===== src/rtl/fetch_stage.sv =====
// Instruction-fetch stage with IF/ID pipeline register for the 5-stage MIPS core.
// Keeps one imem request in flight and drops responses that belong to redirected paths.
module fetch_stage #(
    parameter logic [31:0] RESET_PC  = 32'h0000_0000,
    parameter logic [31:0] NOP_INSTR = 32'h0000_0000
) (
    input  logic        clk,
    input  logic        rst_n,
    input  logic        stallF,
    input  logic        stallD,
    input  logic        flushIFID,
    input  logic        redirect_valid,
    input  logic [31:0] redirect_pc,
    output logic        imem_req,
    output logic [31:0] imem_addr,
    input  logic        imem_gnt,
    input  logic        imem_rvalid,
    input  logic [31:0] imem_rdata,
    output logic [31:0] instr_D,
    output logic [31:0] pc_plus4_D,
    output logic        valid_D,
    output logic [31:0] pc_F
);

    typedef enum logic [1:0] {
        S_IDLE = 2'd0,
        S_REQ  = 2'd1,
        S_WAIT = 2'd2,
        S_HELD = 2'd3
    } state_e;

    state_e      state_q, state_d;
    logic [31:0] pc_q, pc_d;
    logic [31:0] hold_q, hold_d;
    logic [31:0] instr_q, instr_d;
    logic [31:0] pcp4_q, pcp4_d;
    logic        kill_q, kill_d;
    logic        valid_q, valid_d;

    logic        redir_s;
    logic        deliver_s;
    logic [31:0] deliver_data_s;
    logic [31:0] pc_inc_s;
    logic [31:0] pc_seq_s;

    assign redir_s    = redirect_valid & ~stallD;
    assign pc_inc_s   = pc_q + 32'd4;
    assign imem_req   = (state_q == S_REQ) & ~stallF;
    assign imem_addr  = pc_q;
    assign pc_F       = pc_q;
    assign instr_D    = instr_q;
    assign pc_plus4_D = pcp4_q;
    assign valid_D    = valid_q;

    // Fetch FSM: request/response sequencing, stale-response kill and hold buffer.
    always_comb begin
        state_d        = state_q;
        pc_seq_s       = pc_q;
        kill_d         = kill_q;
        hold_d         = hold_q;
        deliver_s      = 1'b0;
        deliver_data_s = hold_q;
        case (state_q)
            S_IDLE: begin
                state_d = S_REQ;
            end
            S_REQ: begin
                if (imem_req && imem_gnt) begin
                    state_d = S_WAIT;
                    kill_d  = redir_s;
                end else begin
                    state_d = S_REQ;
                end
            end
            S_WAIT: begin
                if (imem_rvalid) begin
                    state_d = S_REQ;
                    kill_d  = 1'b0;
                    if (kill_q || redir_s) begin
                        deliver_s = 1'b0;
                    end else if (!stallD) begin
                        deliver_s      = 1'b1;
                        deliver_data_s = imem_rdata;
                        pc_seq_s       = pc_inc_s;
                    end else begin
                        hold_d  = imem_rdata;
                        state_d = S_HELD;
                    end
                end else if (redir_s) begin
                    kill_d = 1'b1;
                end else begin
                    kill_d = kill_q;
                end
            end
            S_HELD: begin
                if (redir_s) begin
                    state_d = S_REQ;
                end else if (!stallD) begin
                    deliver_s = 1'b1;
                    pc_seq_s  = pc_inc_s;
                    state_d   = S_REQ;
                end else begin
                    state_d = S_HELD;
                end
            end
            default: begin
                state_d = S_IDLE;
            end
        endcase
        // A redirect wins over any sequential +4 advance.
        pc_d = redir_s ? {redirect_pc[31:2], 2'b00} : pc_seq_s;
    end

    // IF/ID register priority: stall, flush, delivery, bubble.
    always_comb begin
        instr_d = instr_q;
        pcp4_d  = pcp4_q;
        valid_d = valid_q;
        if (stallD) begin
            valid_d = valid_q;
        end else if (flushIFID) begin
            instr_d = NOP_INSTR;
            valid_d = 1'b0;
        end else if (deliver_s) begin
            instr_d = deliver_data_s;
            pcp4_d  = pc_inc_s;
            valid_d = 1'b1;
        end else begin
            instr_d = NOP_INSTR;
            valid_d = 1'b0;
        end
    end

    // State and pipeline registers.
    always_ff @(posedge clk or negedge rst_n) begin
        if (!rst_n) begin
            state_q <= S_IDLE;
            pc_q    <= RESET_PC;
            kill_q  <= 1'b0;
            hold_q  <= 32'h0000_0000;
            instr_q <= NOP_INSTR;
            pcp4_q  <= 32'h0000_0000;
            valid_q <= 1'b0;
        end else begin
            state_q <= state_d;
            pc_q    <= pc_d;
            kill_q  <= kill_d;
            hold_q  <= hold_d;
            instr_q <= instr_d;
            pcp4_q  <= pcp4_d;
            valid_q <= valid_d;
        end
    end

endmodule


===== config.mk =====
export PLATFORM = sky130hd
export DESIGN_NAME = fetch_stage
export DESIGN_NICKNAME = d
export VERILOG_FILES = /design/src/rtl/fetch_stage.sv
export SDC_FILE = /design/constraint.sdc
export NUM_CORES = 1
export LEC_CHECK = 0
export ABC_AREA = 0
export BUFFER_PORTS_ARGS = -buffer_cell sky130_fd_sc_hd__buf_4
export CORE_MARGIN = 4
export CORE_UTILIZATION = 35
export CTS_CLUSTER_SIZE = 30
export DETAILED_ROUTE_END_ITERATION = 8
export SLEW_MARGIN = 5
export SYNTH_ARGS = -nofsm -noshare
export SYNTH_HDL_FRONTEND = slang
export SYNTH_SLANG_ARGS = --single-unit

===== constraint.sdc =====
create_clock -name clk -period 4.2 [get_ports clk]
set_input_delay 1.26 -clock clk [delete_from_list [all_inputs] [get_ports clk]]
set_output_delay 1.26 -clock clk [all_outputs]
set_load 0.05 [all_outputs]

==> results.txt <==
----------------------------------------------------
[STA]
  Setup TNS after final layout ... 0 ps
  Achievable Freq ... 309 MHz
  Setup repair after global routing missed its margin ... no
  Worst relative slew slack ... 0.315
  Final WS setup ... 966 ps
  Final setup viols ... 0
  Fin crit period ... between 3000 and 4000 ps
  Fin. max-slew vios ... 0
  Tcrit/Tclk final ... 0.770
  Count of final hold-check violations ... 0
  Worst clock skew ... around 7.5 ps
  Measured slew at the worst slew-check pin ... just over 1000 ps

[Synthesis]
  Area share of fa/ha/maj cells after synthesis ... 0.00191
  Post-synthesis compound-gate area fraction ... 0.112
  Yosys top cell by area ... dfrtp_1
  Number of flops mapped to enable cells by yosys ... 0
  Share of synthesized cell area in and, or, nand and nor gates ... 0.164
  Multiplexer share of the synthesized area ... 0.107
  Yosys warns ... 0
  Proportion of register bits with asynchronous set or reset after synthesis ... 1.00
  Number of distinct standard cells referenced by the synthesized netlist ... 54
  Synthesis-stage register bit count ... around 130
  Post-synth top flop ... dfrtp_1
  Post-synthesis cell area ... 6530 sq um
  Fraction of the yosys area taken by sequential cells ... 0.490
  Main combinational cell family by area after synthesis ... simple AND/OR/NAND/NOR gates
  Largest cells by area after synthesis ... dfrtp_1 (49%), o21ai_0 (5.8%), mux2_2 (5.7%)
  Average instance area after synthesis ... 10.3 sq um
  Number of standard cells after synthesis ... about 640
  Synth top area share ... 0.490
  Xor-xnor portion of the synthesized cell area ... 0.0469

[Power]
  Internal cell power ... 0.00303 W
  Leakage power summed over all cells ... slightly below 4 nW
  Worst vdd rail ir drop ... between 0.0003 and 0.0004 V
  Reported net switching power ... about 0.0021 W
  Share of power burned in registers ... 0.346
  Switching power share of the total ... 0.411
  Clock group share of total power ... 0.286
  Power per cell area ... 607 nW/um^2
  Relative contribution of combinational cells to total power ... 0.368

[Route]
  Post-detailed-route wirelength per cell ... ~17 microns
  Initial detailed-routing violation count ... between 150 and 200
  Count of nets left with antenna violations after detail routing ... 0
  Via count of the routed design ... between 5000 and 6000
  Per-cell via count in the routed design ... ~5.0
  Post-detailed-routing wire length ... 17.8 mm
  TritonRoute pass-1 iters ... 4
  DR DRC count ... 0

[Clock tree]
  Post_cts resized ... 0
  Clock Latency Late Sink ... between 400 and 500 ps
  Root buffer cell ... clkbuf_16
  Clock tree from TritonCTS ... built
  H-Tree Level Count ... 4
  CTS Sinks ... around 130
  Number of buffers created by CTS ... 17
  CTS clk-pin slew, worst paths ... ~60 ps
  Number of hold buffers added after CTS ... 0
  CTS max path bufs ... 2
  Post-CTS setup buffer count ... 0

[Die]
  Die boundary height ... 145 microns
  Horizontal die dimension ... about 140 microns
  Die Footprint ... around 21000 sq um
  Core Rows ... slightly below 50
  Initial core utilization ... 0.360
  Core Box Area ... 18100 sq um
  Number of top-level pins ... 202

[Critical path]
  Worst-path maximum fanout ... 3
  Endpoint of the worst-slack reg-to-reg timing path ... imem_addr[30]$_DFFE_PN0P_
  Data arrival time of the critical path ... just under 2000 ps
  Reg2reg setup slack ... approximately 1800 ps
  Type of origin of the critical path ... input port
  Required @ worst endpoint ... 2940 ps
  Launch instance of the worst register-to-register path ... imem_addr[2]$_DFFE_PN0P_
  Launch point of the worst path ... stallF
  Endpoint class of the critical path ... output pin
  CP Class ... in2out
  Length in cells of the worst reg-to-reg path ... 6
  CP Capture Point ... imem_req

[Run]
  Max-capacitance violation count ... 0

[Placement]
  Placed Cells ... 998
  Final weighted congestion in routability-driven placement ... about 0.75
  Half-perimeter wire length after placement ... approximately 12 mm
  Instance area after placement ... 7900 sq um
  Number of input and output port buffers inserted ... 193
  Worst slack at placement ... around 870 ps

[Finish]
  Number of diodes added for antenna fixing ... 0
  Multi-input gate area ... between 2000 and 3000 sq um
  Post-route cell area ... ~8500 sq um
  FILL cells ... approximately 1700
  FF+latch area ... ~3200 sq um
  Fraction of final layout cells with drive strength greater than 1 ... 0.360
  Core utilization of the finished layout ... 0.468
  Layout Nets ... ~860
  Synth-to-layout area growth ... 29.9%
  Final non-filler cell total ... slightly above 1000

[Global route]
  Total GRT Usage ... 0.172
  First-pass GRT wire length ... approximately 28 mm
  Via count of the first global-routing pass ... around 5200
  Number of antenna violations at the first check in global routing ... 0
  Largest net degree at the start of global routing ... 108
  Total global routing overflow ... 0

[Min path]
  Worst Min Path Start ... pc_plus4_D[9]$_DFFE_PN0P_
  Hold crit path type ... reg2reg

[Outcome]
  Run status ... finished, final reports clean

----------------------------------------------------
flip-flops by register name (all words and copies together), names as in the netlist:
name,count
imem_addr,30
hold_q,32
kill_q,1
state_q,2
valid_D,1
pc_plus4_D,30
instr_D,32
cells in the mapped netlist, types with 2 or more instances:
master     instances
inv_1              5
or4_1              2
nor3_1            16
mux2_2            33
clkbuf_1          27
a311oi_1           3
or2_2              2
and2_1             3
a21oi_1           10
o21a_1             2
a22oi_1            5
nor4_1             6
dfrtp_1          128
and3_1             8
xor2_1            14
mux2i_1           33
clkbuf_8           2
and3_2             2
o22ai_1            5
a31oi_1            2
nand3_2            2
and4_1             2
o21ai_0           76
o21ai_1            4
buf_2              3
buf_4             38
o211ai_1           3
nor2_1            25
nand2_1           87
xnor2_1           21
buf_6              2
nand4_1           10
nand3_1           14
nor4_4             6
a2bb2oi_1          2
o2bb2ai_1          2
nor2b_1            5
a211oi_1           9
per-stage QoR:
| step | hold WS [ps] | total power, W |
|---|---|---|
| global placement | 464 | 0.00369 |
| CTS | 487 | 0.00521 |
| finish | 479 | 0.00515 |
| floorplan | 480 | 0.00316 |
| detailed placement | 473 | 0.00372 |
| global route | 502 | 0.00542 |
logic make-up (layout without fill, tap and decap cells):
| group | count (synthesis) | in the layout |
|---|---|---|
| AND/OR/NAND/NOR | 198 | 198 |
| flip-flops | 128 | 128 |
| AO/OA/AOI/OAI | 127 | 127 |
| buffers and inverters | 79 | 240 |
| multiplexers | 66 | 66 |
| XOR/XNOR | 35 | 35 |
| adder cells (fa/ha/maj) | 1 | 1 |
| other | 1 | 6 |
metal layers:
layer / global-route usage / share of wire / vias up
li1: - / - / 2501
met1: 0.221 / 0.44 / 2485
met2: 0.269 / 0.46 / 158
met3: 0.0688 / 0.091 / 12
met4: 0.0471 / 0.0089 / 0
met5: 0 / 0 / -
worst min path at each step:
| stage | end | slack, ps | cells after the start |
|---|---|---|---|
| 5_1_grt | pc_plus4_D[9]$_DFFE_PN0P_ | 500 | 2 |
| 2_1_floorplan | hold_q[0]$_DFFE_PN0P_ | 480 | 1 |
| 3_3_place_gp | pc_plus4_D[12]$_DFFE_PN0P_ | 460 | 2 |
| 6_report | pc_plus4_D[9]$_DFFE_PN0P_ | 480 | 2 |
| 4_1_cts | pc_plus4_D[12]$_DFFE_PN0P_ | 490 | 2 |
| 3_5_place_dp | pc_plus4_D[12]$_DFFE_PN0P_ | 470 | 2 |
placed cells by master, fill, tap and decap left out, types with 17 or more instances in the layout:
master / n
buf_4: 202
dfrtp_1: 128
nand2_1: 87
o21ai_0: 75
mux2i_1: 33
mux2_2: 33
nor2_1: 25
xnor2_1: 21
clkbuf_16: 17
final cells by class:
| type | count | area share |
|---|---|---|
| Sequential cell | 128 | 0.378 |
| Multi-Input combinational cell | 433 | 0.338 |
| Timing Repair Buffer | 203 | 0.180 |
| Clock buffer | 20 | 0.0526 |
| Tap cell | 229 | 0.0338 |
| Clock inverter | 12 | 0.0158 |
| Inverter | 5 | 0.00221 |
power by group through the flow:
| stage | combinational (W) | sequential [W] | clock [W] |
|---|---|---|---|
| 3_3_place_gp | 0.00190 | 0.00180 | 0 |
| 6_report | 0.00189 | 0.00178 | 0.00147 |
| 4_1_cts | 0.00192 | 0.00179 | 0.00151 |
| 3_5_place_dp | 0.00192 | 0.00181 | 0 |
| 2_1_floorplan | 0.000753 | 0.00241 | 0 |
| 5_1_grt | 0.00202 | 0.00183 | 0.00156 |
critical path, stage by stage:
cell and delay (ps):
buf_4 110, nor3b_1 330, buf_4 280
Note: power is estimated with default switching activity, not from simulation.
